### src/rtl/rng_lfsr_gen_if.sv
// Request/result bundle for the LFSR random word generator.
interface rng_lfsr_gen_if;
   logic        start_i;
   logic [1:0]  seed_sel_i;
   logic [15:0] rnd_o;
   logic        valid_o;
   logic        busy_o;

   // Requester side
   modport master (
      output start_i,
      output seed_sel_i,
      input  rnd_o,
      input  valid_o,
      input  busy_o
   );

   // Generator side
   modport slave (
      input  start_i,
      input  seed_sel_i,
      output rnd_o,
      output valid_o,
      output busy_o
   );
endinterface

### src/rtl/rng_lfsr_gen.sv
// 16-bit Fibonacci LFSR random word generator. Each request reseeds the LFSR with
// SEED[sel] XOR the previous word, runs ITER_CNT shifts, then publishes the result.
module rng_lfsr_gen #(
   parameter logic [15:0] SEED_0   = 16'hACE1,
   parameter logic [15:0] SEED_1   = 16'h1D87,
   parameter logic [15:0] SEED_2   = 16'hB400,
   parameter logic [15:0] SEED_3   = 16'h5A5A,
   parameter int unsigned ITER_CNT = 16
) (
   input logic           clk_i,
   input logic           rst_i,
   rng_lfsr_gen_if.slave bus
);

   typedef enum logic [1:0] {StIdle, StLoad, StShift, StDone} state_e;

   // Counter value seen on the edge that performs the final shift
   localparam logic [7:0] LastCnt = 8'(ITER_CNT - 1);

   state_e      state_q, state_d;
   logic [15:0] lfsr_q, lfsr_d;
   logic [15:0] rnd_q, rnd_d;
   logic [7:0]  cnt_q, cnt_d;
   logic [1:0]  sel_q, sel_d;
   logic [15:0] seed_word;
   logic [15:0] load_word;
   logic [15:0] lfsr_shift;
   logic        last_shift;

   // Taps 16,14,13,11: maximal length, so a nonzero seed never reaches zero
   assign lfsr_shift = {lfsr_q[14:0], lfsr_q[15] ^ lfsr_q[13] ^ lfsr_q[12] ^ lfsr_q[10]};
   assign last_shift = (cnt_q == LastCnt);

   // Seed selection from the latched index and lock-up avoidance on load
   always_comb begin
      seed_word = SEED_0;
      unique case (sel_q)
         2'b00: seed_word = SEED_0;
         2'b01: seed_word = SEED_1;
         2'b10: seed_word = SEED_2;
         2'b11: seed_word = SEED_3;
         default: seed_word = SEED_0;
      endcase
      load_word = seed_word ^ rnd_q;
      if (load_word == 16'h0000) begin
         load_word = 16'hACE1;
      end
   end

   // State register
   always_ff @(posedge clk_i) begin
      if (rst_i) begin
         state_q <= StIdle;
      end else begin
         state_q <= state_d;
      end
   end

   // Next-state logic; start_i only matters in idle
   always_comb begin
      state_d = state_q;
      unique case (state_q)
         StIdle:  if (bus.start_i) state_d = StLoad;
         StLoad:  state_d = StShift;
         StShift: if (last_shift) state_d = StDone;
         StDone:  state_d = StIdle;
         default: state_d = StIdle;
      endcase
   end

   // Outputs decoded from state; rnd_o comes straight from its register
   always_comb begin
      bus.valid_o = (state_q == StDone);
      bus.busy_o  = (state_q != StIdle);
      bus.rnd_o   = rnd_q;
   end

   // Datapath next-state: latch sel, load, shift and capture the result
   always_comb begin
      sel_d  = sel_q;
      lfsr_d = lfsr_q;
      cnt_d  = cnt_q;
      rnd_d  = rnd_q;
      unique case (state_q)
         StIdle: begin
            if (bus.start_i) sel_d = bus.seed_sel_i;
         end
         StLoad: begin
            lfsr_d = load_word;
            cnt_d  = 8'd0;
         end
         StShift: begin
            lfsr_d = lfsr_shift;
            cnt_d  = cnt_q + 8'd1;
            if (last_shift) rnd_d = lfsr_shift;
         end
         default: ;
      endcase
   end

   // Datapath registers
   always_ff @(posedge clk_i) begin
      if (rst_i) begin
         sel_q  <= 2'b00;
         lfsr_q <= 16'h0000;
         cnt_q  <= 8'd0;
         rnd_q  <= 16'h0000;
      end else begin
         sel_q  <= sel_d;
         lfsr_q <= lfsr_d;
         cnt_q  <= cnt_d;
         rnd_q  <= rnd_d;
      end
   end

endmodule

### src/flat_wrapper.sv
// flat-port wrapper written by rule: the top's interface ports become plain ports
module rng_lfsr_gen_flat 
#(
   parameter logic [15:0] SEED_0   = 16'hACE1,
   parameter logic [15:0] SEED_1   = 16'h1D87,
   parameter logic [15:0] SEED_2   = 16'hB400,
   parameter logic [15:0] SEED_3   = 16'h5A5A,
   parameter int unsigned ITER_CNT = 16
)
  (clk_i, rst_i, bus_start_i, bus_seed_sel_i, bus_rnd_o, bus_valid_o, bus_busy_o);
  rng_lfsr_gen_if bus_i ();
  input logic clk_i;
  input logic rst_i;
  input wire logic [$bits(bus_i.start_i)-1:0] bus_start_i;
  input wire logic [$bits(bus_i.seed_sel_i)-1:0] bus_seed_sel_i;
  output wire logic [$bits(bus_i.rnd_o)-1:0] bus_rnd_o;
  output wire logic [$bits(bus_i.valid_o)-1:0] bus_valid_o;
  output wire logic [$bits(bus_i.busy_o)-1:0] bus_busy_o;
  assign bus_i.start_i = bus_start_i;
  assign bus_i.seed_sel_i = bus_seed_sel_i;
  assign bus_rnd_o = bus_i.rnd_o;
  assign bus_valid_o = bus_i.valid_o;
  assign bus_busy_o = bus_i.busy_o;
  rng_lfsr_gen #(.SEED_0(SEED_0), .SEED_1(SEED_1), .SEED_2(SEED_2), .SEED_3(SEED_3), .ITER_CNT(ITER_CNT)) u_core (.clk_i(clk_i), .rst_i(rst_i), .bus(bus_i));
endmodule
### config.mk
export PLATFORM = sky130hd
export DESIGN_NAME = rng_lfsr_gen_flat
export DESIGN_NICKNAME = d
export VERILOG_FILES = /design/src/rtl/rng_lfsr_gen_if.sv /design/src/rtl/rng_lfsr_gen.sv /design/src/flat_wrapper.sv
export SDC_FILE = /design/constraint.sdc
export NUM_CORES = 1
export LEC_CHECK = 0
export CORE_ASPECT_RATIO = 0.5
export CORE_MARGIN = 2
export CORE_UTILIZATION = 33
export DETAILED_ROUTE_END_ITERATION = 12
export GPL_ROUTABILITY_DRIVEN = 0
export GPL_TIMING_DRIVEN = 0
export SLEW_MARGIN = 20
export SYNTH_ARGS = -nofsm -noshare
export SYNTH_HDL_FRONTEND = slang
export SYNTH_SLANG_ARGS = --single-unit
### constraint.sdc
create_clock -name clk_i -period 3.45 [get_ports clk_i]
set_clock_uncertainty 0.15 [all_clocks]
set_input_delay 0.5175 -clock clk_i [delete_from_list [all_inputs] [get_ports clk_i]]
set_output_delay 0.5175 -clock clk_i [all_outputs]
set_load 0.05 [all_outputs]
==> results of run 1 <==
==> through the flow <==
| step | cells | area [um2] | hold slack, ns | worst slack (ns) |
|---|---|---|---|---|
| final | 390 | 2803 | 0.3545 | 0.9200 |
| after global routing | 390 | 2803 | 0.3945 | 0.7472 |
| after detailed placement | 382 | 2654 | 0.3432 | 0.9538 |
| after global placement | 382 | 2654 | 0.3205 | 0.9598 |
| after floorplan | 269 | 2328 | 0.3041 | 1.283 |
| after CTS | 390 | 2803 | 0.3531 | 0.9124 |
==> state kept, by name, indices dropped and copies added, names as in the netlist <==
register / flops
u_core.cnt_q: 8
u_core.sel_q: 2
u_core.lfsr_q: 16
u_core.bus.rnd_o: 16
u_core.state_q: 2
==> layout make-up <==
type	instances	area, um2	share of cell area
multi-input combinational	199	1346	0.4804
sequential	44	880.8	0.3143
timing repair buffer	21	210.2	0.07500
clock buffer	6	138.9	0.04955
tap	92	115.1	0.04107
buffer	16	63.81	0.02277
inverter	10	37.54	0.01339
clock inverter	2	10.01	0.003571
==> path summary, 6_finish.rpt <==
check	depth (start not counted)	slack, ns	end	start
hold / removal	2	0.35	u_core.lfsr_q[12]	u_core.lfsr_q[11]
setup reg to reg	8	0.93	u_core.lfsr_q[10]	u_core.sel_q[0]
setup / recovery	4	0.92	bus_busy_o	u_core.state_q[0]
hold reg to reg	2	0.35	u_core.lfsr_q[12]	u_core.lfsr_q[11]
==> worst max-delay path, cell delays in order (launching register included) <==
cell,delay [ns]
dfxtp_1,0.35
inv_1,0.09
ha_1,0.25
inv_1,0.09
clkdlybuf4s50_1,0.80
==> routing by layer <==
layer  vias to the layer above  wire, um  global-route usage
li1                        987         -                   -
met1                       927      2742              0.2214
met2                        42      2453              0.2258
met3                         8       319             0.03533
met4                         0       106             0.05891
met5                         -         0                   0
==> power by group <==
part	internal, mW	switching (mW)
Clock	0.285	0.190
Sequential	0.571	0.0657
Combinational	0.239	0.394
Total	1.10	0.650
==> layout by cell type (no fill, tap or decap), types with 7 or more instances in the layout <==
| master | count |
|---|---|
| nor2_1 | 49 |
| dfxtp_1 | 44 |
| mux2i_1 | 22 |
| clkdlybuf4s50_1 | 21 |
| o21ai_0 | 18 |
| nand2_1 | 16 |
| xnor2_1 | 15 |
| a21oi_1 | 14 |
| clkbuf_1 | 13 |
| ha_1 | 10 |
| inv_1 | 9 |
| xor2_1 | 8 |
| or3_1 | 7 |
==> cell families after synthesis <==
family	after synthesis	synth area share
compound gates	51	0.1558
xor+xnor	23	0.08652
fa+ha+maj	10	0.05373
buf+inv	26	0.04352
flops	44	0.3783
mux	22	0.09457
simple gates	93	0.1875
==> results by group, run 1 <==
Run status
  • Status: complete, no violations

Worst setup path
  • CP Max Fanout: 4
  • WP data required: between 2 and 3 ns
  • Crit end category: primary output
  • Critical Path AT: 1.86 ns
  • Crit Path Class: register to primary output
  • CP startpoint kind: register

Yosys
  • Leading cell type by number of instances after synthesis: nor2_1
  • Number of library cell types mapped by synthesis: 37
  • Sequential fraction of the synthesis area: 0.3783
  • Avg Synthesized Cell Area: a little under 9 um2
  • Ys Warns: 0
  • Ys flop type: dfxtp_1
  • Synth area leaders: dfxtp_1 38%, mux2i_1 9.5%, nor2_1 7.9%
  • Post-synth EDFFs: 0
  • Dominant cell type by area after synthesis: dfxtp_1
  • Share of Yosys cell area claimed by the top area cell type: 0.3783
  • Cells after synthesis: around 270
  • #FFs+latches synth: 44
  • Synth cell count leaders: 49 x nor2_1, 44 x dfxtp_1, 22 x mux2i_1
  • Synthesized cell area: around 2300 um2
  • FFs w/ async S/R, synth: 0
  • Syn_nets: ~280

Floorplan
  • Die ar.: between 7000 and 8000 um2
  • Die height: ~63 um
  • Initial core utilization: 0.3448
  • I/O Pins: 23
  • Core ar.: around 6800 um2
  • Width of the die: around 120 um
  • Rows: 21

Clock tree
  • Total CTS buffers: 5
  • CTS sink cnt: 44
  • H-tree depth: 2
  • Cts hold-fix bufs: 0
  • Worst skew pair latency: approximately 0.28 ns
  • TritonCTS clock tree: yes
  • Clk buf depth: 2
  • Setup bufs post-CTS: 0
  • Post-CTS Resized: 0
  • CTS Root Cell: clkbuf_16
  • CTS clock-pin slew for the worst setup and hold paths: around 0.06 ns

STA
  • Final setup viols: 0
  • Crit share post-route: 0.7333
  • Final Hold Vio Count: 0
  • RSZ-0062 raised after global routing: no
  • Max_slew headroom: 0.5422
  • Post-route setup TNS: 0 ns
  • Min cycle time layout: 2.530 ns
  • Achievable Freq: ~400 MHz
  • Pins over their slew limit: 0
  • Worst Tran Pin Value: approximately 0.7 ns

Global routing
  • First-pass GRT wire length: slightly above 9000 um
  • Grt ovf: 0
  • Initial antenna violation count: 0
  • Largest net degree at the start of global routing: 14
  • Vias in the first global route: 1,879
  • Overall Global Routing Usage: 0.1552

Cells and area
  • # fillers: slightly below 700
  • Layout area overhead: 20.37%
  • Fin nets: between 300 and 400
  • Final core occ: 0.4150
  • Share of layout cells above drive strength 1: 0.07047
  • Inserted Diodes: 0

Detailed routing
  • # DRC: 0
  • Via count: 1,964
  • Routed vias/inst: around 5.0
  • Routed wire per std cell: roughly 14 um
  • Final WL: between 5000 and 6000 um
  • Routed Antenna Nets: 0
  • Iter 0 DRT Violations: between 100 and 150
  • Drt first pass iters: 4

Flow run
  • Max-cap violation count: 0

Power and ir drop
  • Peak VDD IR: roughly 0.00033 V
  • Lkg Pwr: approximately 1.1 nW
  • Total power: roughly 1.7 mW
  • PwrDens: slightly above 600 nW/um2

Placed design
  • Port Buffer Count: 21
  • HPWL Detailed: slightly above 4000 um

Worst hold path
  • Hold Crit Class: register to register
Power figures use the tool's default switching activity.
==> run 2: changes to the inputs <==
Clock period 3.45 ns to 2.15 ns, I/O delays scaled along.
==> run 2 against run 1 <==
- sequential share of layout area fell by 0.60 points
- wire length increased by 2.8%
- non-clock buffer count unchanged
- register-to-register slack got worse by 0.90 ns
- largest power group is now combinational logic
- hold slack worse by 0.019 ns
- flip-flop and latch count unchanged
- via count rose by 0.20%
- final cell count down 0.26%
==> results by group, run 2 (synthesis gave the netlist of run 1 again) <==
STA
  • WHS: 0.3353 ns (-0.01916 ns)
  • Max_slew headroom: 0.5318 (-0.01039)
  • Min cycle time layout: roughly 2.1 ns
  • Setup WS post-layout: 0.03064 ns (-0.8894 ns)
  • Pins over their slew limit: 0 (unchanged)
  • Final setup viols: 0 (unchanged)
  • Final Hold Vio Count: 0 (unchanged)
  • RSZ-0062 raised after global routing: yes
  • Achievable Freq: approximately 470 MHz
  • Worst Tran Pin Value: 0.7023 ns (+0.01559 ns)
  • Crit share post-route: 0.9857

Cells and area
  • Inserted Diodes: 0 (unchanged)
  • Most common cell after layout, fill and taps aside: nor2_1
  • Layout area overhead: 23.75%
  • Share of layout cells above drive strength 1: 0.1246 (+0.05411)
  • Fin nets: 312 (unchanged)
  • # fillers: 643 (-4.7%)
  • Commonest non-fill, non-tap cells in the layout: 48 x nor2_1, 42 x dfxtp_1, 22 x mux2i_1, 19 x clkdlybuf4s50_1, 18 x o21ai_0
  • Post-route cell area: 2882 um2 (+2.8%)

Worst setup path
  • Critical Path AT: 2.17 ns (+0.31 ns)
  • Reg-to-Reg Start: u_core.sel_q[1]
  • CP startpoint kind: register
  • Max stage delay cell, worst path: a2111oi_4
  • R2R depth: 5 (-3)
  • Crit end category: register
  • CP top delay family: compound AO/OA/AOI/OAI gates
  • R2R Path End: u_core.lfsr_q[10]
  • Crit Path Class: register to register
  • Reg2reg setup slack: 0.03 ns (-0.90 ns)
  • WP data required: 2.21 ns (-0.57 ns)
  • WP buf/inv: 0 (-3)
  • Crit path cell chain: ha_4 -> or4_4 -> a2111oi_4 -> nand3_4 -> a211oi_2
  • Max stage delay on crit path: 0.44 ns (-0.36 ns)
  • CP Max Fanout: 8 (+4)

Detailed routing
  • Drt first pass iters: 4 (unchanged)
  • Iter 0 DRT Violations: 99 (-18%)
  • Final WL: 5780 um (+2.8%)
  • Routed vias/inst: 5.059 (+0.46%)
  • Routed wire per std cell: 14.86 um (+3.1%)
  • # DRC: 0 (unchanged)
  • Via count: 1,968 (+0.20%)
  • Routed Antenna Nets: 0 (unchanged)

Global routing
  • Largest net degree at the start of global routing: 13 (-1)
  • First-pass GRT wire length: 9390 um (+0.51%)
  • Grt ovf: 0 (unchanged)
  • Initial antenna violation count: 0 (unchanged)
  • Overall Global Routing Usage: 0.1575 (+0.002278)
  • Vias in the first global route: 1,876 (-0.16%)

Floorplan
  • Core ar.: 6753 um2 (unchanged)
  • Width of the die: 122.8 um (unchanged)
  • I/O Pins: 23 (unchanged)
  • Die height: 63.40 um (unchanged)
  • Initial core utilization: 0.3448 (unchanged)
  • Rows: 21 (unchanged)
  • Die ar.: 7785 um2 (unchanged)

Placed design
  • Placed inst area: 2654 um2 (unchanged)
  • Post-Place Worst Slack: -0.3609 ns (-1.315 ns)
  • Port Buffer Count: 21 (unchanged)
  • HPWL Detailed: 4092 um (+0.89%)

Flow run
  • Max-cap violation count: 0 (unchanged)

Run status
  • Status: complete, no violations

Power and ir drop
  • Total power: 2.840 mW (+63%)
  • Peak VDD IR: 0.0006346 V (+92%)
  • PwrDens: 985.7 nW/um2 (+58%)
  • Lkg Pwr: 1.130 nW (+3.1%)

Clock tree
  • CTS sink cnt: 44 (unchanged)
  • Cts hold-fix bufs: 0 (unchanged)
  • Worst skew pair latency: 0.29 ns (about the same)
  • H-tree depth: 2 (unchanged)
  • Clk buf depth: 2 (unchanged)
  • CTS clock-pin slew for the worst setup and hold paths: 0.06 ns (about the same)
  • TritonCTS clock tree: yes
  • CTS Root Cell: clkbuf_16
  • Total CTS buffers: 5 (unchanged)

Worst hold path
  • Worst hold endpoint: u_core.cnt_q[7]
  • Hold Crit Class: register to register
  • Worst hold stages: 2 (unchanged)
  • Hold Path Origin: u_core.cnt_q[7]
## run 2: report_power, final
group | internal (mW) | leakage, nW | total (mW) | switching (mW)
logic | 0.430 | 0.705 | 1.09 | 0.657
clock network | 0.422 | 0.0667 | 0.729 | 0.306
registers | 0.920 | 0.359 | 1.02 | 0.105
## run 2: how the worst max path moves through the flow
stage,startpoint,end,slack [ns],depth (start not counted)
2_1_floorplan,u_core.sel_q[0],u_core.lfsr_q[10],0.006,8
6_report,u_core.sel_q[1],u_core.lfsr_q[10],0.03,5
4_1_cts,u_core.sel_q[0],u_core.lfsr_q[10],0.003,8
3_3_place_gp,u_core.sel_q[0],u_core.lfsr_q[10],-0.35,8
5_1_grt,u_core.sel_q[1],u_core.lfsr_q[10],-0.01,7
3_5_place_dp,u_core.sel_q[0],u_core.lfsr_q[10],-0.36,8
## run 2: final cells by class
cell class | count | area [um2] | share of cell area
Buffer | 13 | 60.06 | 0.02084
Clock buffer | 6 | 128.9 | 0.04472
Clock inverter | 1 | 5.005 | 0.001737
Inverter | 10 | 41.29 | 0.01433
Multi-Input combinational cell | 199 | 1408 | 0.4885
Sequential cell | 44 | 888.4 | 0.3083
Tap cell | 92 | 115.1 | 0.03995
Timing Repair Buffer | 24 | 235.2 | 0.08163
## run 2: tightest hold or removal path: cells and delay by family, from the launching register on
family	cells	cell delay, ns
flops	1	0.31
compound gates	2	0.13
## run 2: per-stage QoR
step | utilization | std cells | TNS (ns)
4_1_cts | 0.4186 | 389 | 0
6_report | 0.4267 | 389 | 0
3_5_place_dp | 0.3930 | 382 | -2.899
3_3_place_gp | 0.3930 | 382 | -2.461
2_1_floorplan | - | 269 | 0
5_1_grt | 0.4267 | 389 | -0.01087
## run 2: repair_timing
action | CTS | global route
setup buffers | 2 | 1
hold endpoints to repair | 0 | 0
endpoints found under the setup margin | 17 | 23
resized for setup | 12 | 18
pin swaps | 3 | 1
## run 2: per-layer routing
layer	GRT usage	wire length (um)	up-vias
li1	-	-	979
met1	0.2135	2727	936
met2	0.2376	2581	44
met3	0.03714	394	9
met4	0.06897	77	0
met5	0	0	-
